### config.mk
export PLATFORM = sky130hd
export DESIGN_NAME = id_exe_skid_stage
export DESIGN_NICKNAME = d
export VERILOG_FILES = /design/src/rtl/id_exe_skid_stage.sv
export SDC_FILE = /design/constraint.sdc
export NUM_CORES = 1
export LEC_CHECK = 0
export CORE_UTILIZATION = 30
export CTS_CLUSTER_DIAMETER = 150
export DETAILED_ROUTE_END_ITERATION = 7
export GPL_ROUTABILITY_DRIVEN = 1
export PLACE_DENSITY_LB_ADDON = 0.05
export REMOVE_ABC_BUFFERS = 1
export SYNTH_ARGS = -nofsm -noshare
export SYNTH_HDL_FRONTEND = slang
export SYNTH_SLANG_ARGS = --single-unit
### constraint.sdc
create_clock -name clk -period 2.7 [get_ports clk]
set_input_delay 0.54 -clock clk [delete_from_list [all_inputs] [get_ports clk]]
set_output_delay 0.54 -clock clk [all_outputs]
set_load 0.01 [all_outputs]
### src/rtl/id_exe_skid_stage.sv
// ---------------------------------------------------------------------------
// id_exe_skid_stage
//
// ID/EXE pipeline register with a valid/ready handshake and a two-entry skid
// buffer. It carries the decode-stage operands, immediate, next-PC, ALU opcode,
// destination register and control bundle into EXE. It can absorb
// back-pressure without dropping an instruction, and it can squash everything
// it holds into a bubble on a flush. It also keeps two saturating performance
// counters: cycles stalled by EXE, and cycles spent presenting a bubble.
//
// Ports
//   clk, rst        clock (rising edge) and synchronous active-high reset
//   flush           squash held and incoming entries this cycle
//   in_valid        decode presents an instruction
//   in_ready        stage can accept (registered, equals !skid_v)
//   rdata1_in       source operand 1
//   rdata2_in       source operand 2
//   imm_in          sign-extended immediate
//   nPC_in          PC+1 of the instruction
//   opcode_in       ALU opcode
//   waddr_in        destination register
//   ctrl_in         {jal, memtoReg, memRead, memWrite, branch, wen}
//   out_valid       head entry valid towards EXE
//   out_ready       EXE consumes the head entry
//   *_out           head entry payload; ctrl_out is forced to 0 on a bubble
//   stall_cnt       cycles with out_valid=1 and out_ready=0, saturating
//   bubble_cnt      cycles with out_valid=0, saturating
// ---------------------------------------------------------------------------
module id_exe_skid_stage #(
  parameter int DSIZE  = 32,
  parameter int ASIZE  = 5,
  parameter int ISIZE  = 32,
  parameter int OPSIZE = 3,
  parameter int CTRL_W = 6,
  parameter int CNT_W  = 16
) (
  input  logic              clk,
  input  logic              rst,
  input  logic              flush,
  input  logic              in_valid,
  output logic              in_ready,
  input  logic [DSIZE-1:0]  rdata1_in,
  input  logic [DSIZE-1:0]  rdata2_in,
  input  logic [DSIZE-1:0]  imm_in,
  input  logic [ISIZE-1:0]  nPC_in,
  input  logic [OPSIZE-1:0] opcode_in,
  input  logic [ASIZE-1:0]  waddr_in,
  input  logic [CTRL_W-1:0] ctrl_in,
  output logic              out_valid,
  input  logic              out_ready,
  output logic [DSIZE-1:0]  rdata1_out,
  output logic [DSIZE-1:0]  rdata2_out,
  output logic [DSIZE-1:0]  imm_out,
  output logic [ISIZE-1:0]  nPC_out,
  output logic [OPSIZE-1:0] opcode_out,
  output logic [ASIZE-1:0]  waddr_out,
  output logic [CTRL_W-1:0] ctrl_out,
  output logic [CNT_W-1:0]  stall_cnt,
  output logic [CNT_W-1:0]  bubble_cnt
);

  // One payload record is all the fields that travel with an instruction.
  localparam int PW = 3*DSIZE + ISIZE + OPSIZE + ASIZE + CTRL_W;

  localparam logic [CNT_W-1:0] CNT_MAX = {CNT_W{1'b1}};
  localparam logic [CNT_W-1:0] CNT_ONE = {{(CNT_W-1){1'b0}}, 1'b1};

  logic          main_v;
  logic          skid_v;
  logic [PW-1:0] main_pl;
  logic [PW-1:0] skid_pl;
  logic [PW-1:0] in_pl;

  logic          main_v_next;
  logic          skid_v_next;
  logic          load_main_in;
  logic          load_main_skid;
  logic          load_skid;

  logic          in_fire;
  logic          out_fire;

  // Pack the incoming fields into one record so main and skid are handled
  // uniformly; the unpack below on the output side uses the same order.
  assign in_pl = {rdata1_in, rdata2_in, imm_in, nPC_in, opcode_in, waddr_in, ctrl_in};

  // in_ready comes straight from the skid valid flop, so it never depends
  // combinationally on out_ready; a pop only reopens the input one cycle later.
  assign in_ready  = !skid_v;
  assign out_valid = main_v;
  assign in_fire   = in_valid & in_ready;
  assign out_fire  = main_v & out_ready;

  // Next-state selection for the two entries. Main always holds the oldest
  // instruction, so skid only ever feeds main, and a new instruction goes to
  // main only when main is empty or is being popped with skid empty.
  always_comb begin
    main_v_next    = main_v;
    skid_v_next    = skid_v;
    load_main_in   = 1'b0;
    load_main_skid = 1'b0;
    load_skid      = 1'b0;

    if (flush) begin
      main_v_next = 1'b0;
      skid_v_next = 1'b0;
    end else if (!main_v) begin
      if (in_fire) begin
        main_v_next  = 1'b1;
        load_main_in = 1'b1;
      end
    end else if (out_ready) begin
      if (skid_v) begin
        main_v_next    = 1'b1;
        load_main_skid = 1'b1;
        skid_v_next    = in_fire;
        load_skid      = in_fire;
      end else begin
        main_v_next  = in_fire;
        load_main_in = in_fire;
      end
    end else if (!skid_v && in_fire) begin
      skid_v_next = 1'b1;
      load_skid   = 1'b1;
    end
  end

  // Entry state and payload registers. Reset clears every payload so the
  // outputs read zero; a flush only drops the valid bits and leaves stale
  // payload behind, which is harmless because ctrl_out is gated by out_valid.
  always_ff @(posedge clk) begin
    if (rst) begin
      main_v  <= 1'b0;
      skid_v  <= 1'b0;
      main_pl <= '0;
      skid_pl <= '0;
    end else begin
      main_v <= main_v_next;
      skid_v <= skid_v_next;
      if (load_main_in) begin
        main_pl <= in_pl;
      end else if (load_main_skid) begin
        main_pl <= skid_pl;
      end
      if (load_skid) begin
        skid_pl <= in_pl;
      end
    end
  end

  // Performance counters look at the handshake as it stood before the edge,
  // including flush cycles, and stick at all-ones instead of wrapping.
  always_ff @(posedge clk) begin
    if (rst) begin
      stall_cnt  <= '0;
      bubble_cnt <= '0;
    end else begin
      if (main_v && !out_ready && stall_cnt != CNT_MAX) begin
        stall_cnt <= stall_cnt + CNT_ONE;
      end
      if (!main_v && bubble_cnt != CNT_MAX) begin
        bubble_cnt <= bubble_cnt + CNT_ONE;
      end
    end
  end

  // Unpack the head record. Data fields come straight from the main flops;
  // control is zeroed on a bubble so EXE never sees a stray write enable.
  logic [CTRL_W-1:0] main_ctrl;

  always_comb begin
    {rdata1_out, rdata2_out, imm_out, nPC_out, opcode_out, waddr_out, main_ctrl} = main_pl;
    ctrl_out = main_v ? main_ctrl : '0;
  end

endmodule
==> flow_metrics.py <==
metrics = {
    "critical_path": {
        "cp-end-kind": "output port",
        "crit_arrival_ps": 1880,
        "crit_start": "out_valid",
        "rr_startpoint": "stall_cnt[0]",
        "worstRegToRegCells": 6,
        "worst-path-max-fanout": 16,
        "start_kind": "flop",
        "critPathRequiredTime_ps": 2160,
        "path_class": "reg -> out",
        "r2r_setup_slack_ps": 420,
    },
    "power_and_ir_drop": {
        "seqPwrFrac": 0.443,
        "switchingPower_w": 0.00256,
        "leakagePower_nw": 5.75,
        "power.density_nw_per_um2": 637,
        "p_int_w": 0.00851,
        "pwr-share-clk": 0.471,
        "swShare": 0.231,
        "vdd_drop_max_v": 0.000377,
        "combPwrFrac": 0.087,
    },
    "global_route": {
        "grt_max_degree": 102,
        "overflow": 0,
        "grt_pass1_vias": 10700,
        "antenna_found_initial": 4,
        "grt_pass1_wl_um": 62400,
        "grtUsageTotal": 0.179,
    },
    "sta": {
        "fin_skew_ps": 7.69,
        "tightest_slew_ps": 833,
        "finalHoldViolations": 0,
        "finalCritPeriodShare": 0.897,
        "setup_violations": 0,
        "timing.final.ws_setup_ps": 278,
        "slew_headroom": 0.439,
        "fin_crit_ps": 2420,
        "slew_viol_final": 0,
        "fmax_ghz": 0.413,
        "rsz0062_at_grt": "no",
    },
    "floorplan": {
        "ios": 323,
        "die_w_um": 211,
        "dieArea_um2": 44500,
        "fp-row-count": 76,
        "core_um2": 43100,
        "start_util": 0.304,
        "fp.dieH_um": 211,
    },
    "worst_hold_path": {
        "hold_class": "reg -> reg",
        "hp-start": "main_pl[62]",
        "whs_path_depth": 2,
    },
    "logic_synthesis": {
        "synth-warning-count": 0,
        "synthArstFlopShare": 0,
        "synth_area_leaders": "dfxtp_1 (49%), nand2_1 (13%), a21oi_1 (12%), a22oi_1 (8.1%), buf_4 (7.9%)",
        "synth_cells": 1600,
        "ys_ff_latch": 318,
        "syn_avg_cell_area_um2": 8.18,
        "synthFlopType": "dfxtp_1",
        "synth_area_leader_cell": "dfxtp_1",
        "synth_top_area_frac": 0.486,
        "synth_seq_area_share": 0.486,
        "synth-edff-count": 0,
        "synth_area_um2": 13100,
        "yosysUniqueCellTypes": 45,
    },
    "final_layout": {
        "nets": 1900,
        "seq_area_um2": 6370,
        "area_growth_pct": 32.7,
        "final_area_um2": 17400,
        "multiInputGateArea_um2": 5180,
        "layout_common_cells": "nand2_1 (436), clkdlybuf4s50_1 (321), dfxtp_1 (317)",
        "drive_gt1_frac": 0.0647,
        "fill_cells": 4363,
        "final_common_cell": "nand2_1",
    },
    "clock_tree": {
        "post_cts_buffers": 0,
        "cts-hold-fix-buffers": 0,
        "root_buffer": "clkbuf_16",
        "cts-buffers-inserted": 39,
        "htree_levels": 2,
        "clk_pin_slew_ps": 60,
        "numClockSinks": 318,
        "cts_resized": 0,
        "cts_tree": "done",
        "ctsLongestPathBuffers": 3,
        "clock_latency_ps": 540,
    },
    "place": {
        "port_buffers": 322,
        "placed_area_um2": 16100,
        "place_hpwl_um": 25900,
        "preCtsSetupSlack_ps": 327,
        "place.gp.congestion": 0.781,
    },
    "outcome": {
        "status": "complete, no violations",
    },
    "detailed_routing": {
        "drt-pass1-iter-count": 4,
        "avgViaCountPerCell": 4.82,
        "drc": 0,
        "ant_nets": 0,
        "vias": 11400,
        "wl_per_cell_um": 17.2,
        "drt_wl_total_um": 40800,
        "drt_iter0_drc": 736,
    },
    "run": {
        "drv_cap": 0,
    },
}
## synth_stat cells, types with 5 or more instances
cell	count
clkbuf_1	70
o31ai_1	6
nand2_1	437
a22oi_1	142
o21ai_0	9
buf_1	9
and2_1	9
a21oi_1	303
buf_4	137
nor2_1	18
nor3_1	8
buf_2	38
or3_1	9
or4_1	6
nand4_1	8
and4_1	5
dfxtp_1	318
nand3_1	14
## state kept, by name (all words and copies together), names as in the netlist
signal	flops
skid_v	1
skid_pl	142
bubble_cnt	16
stall_cnt	16
main_pl	142
out_valid	1
## power groups by stage
stage                     clock network (W)  logic (W)  registers, W
after global routing                0.00559    0.00104       0.00491
after detailed placement                  0   0.000974       0.00500
final                               0.00521   0.000962       0.00490
after CTS                           0.00541   0.000978       0.00490
after global placement                    0   0.000970       0.00500
after floorplan                           0   0.000233       0.00503
## final cells by class
cell class,count,area share
antenna,1,0.000144
clock buffer,63,0.0684
clock inverter,5,0.00432
inverter,4,0.000865
multi-input combinational,1021,0.298
sequential,318,0.367
tap,585,0.0422
timing repair buffer,367,0.219
## worst paths after layout
| path | end |
|---|---|
| worst max register to register | stall_cnt[1] |
| worst max-delay path | ctrl_out[4] |
| worst min-delay path | main_pl[62] |
| worst min register to register | main_pl[62] |
## kinds of logic after synthesis
| group | count (synthesis) | synth area share |
|---|---|---|
| AND/OR/NAND/NOR | 535 | 0.171 |
| buffers and inverters | 261 | 0.120 |
| flip-flops | 318 | 0.486 |
| XOR/XNOR | 5 | 0.00335 |
| adder cells (fa/ha/maj) | 2 | 0.00191 |
| AO/OA/AOI/OAI | 474 | 0.213 |
| multiplexers | 5 | 0.00411 |
## stage by stage
step	power, W	cells	hold slack, ps	TNS [ps]	utilization
floorplan	0.00526	1343	426	-632280	-
detailed placement	0.00597	2295	446	0	0.374
CTS	0.0113	2363	454	0	0.403
global placement	0.00597	2295	442	0	0.374
global route	0.0115	2363	468	0	0.403
finish	0.0111	2364	451	0	0.403
## per-layer routing
layer,share of wire,routed length (µm),vias up,GRT usage
met2,0.46,18700,254,0.278
met4,0.023,921,6,0.0612
li1,-,-,5651,-
met1,0.46,18900,5418,0.239
met5,0.0010,42,-,0
met3,0.055,2230,61,0.0452
## critical path, cell delays in order, from the launching register on
cell and delay (ps):
dfxtp_2 490, buf_4 190, and2_1 130, clkdlybuf4s50_1 540
No activity file was read; power rests on OpenSTA's default activity.
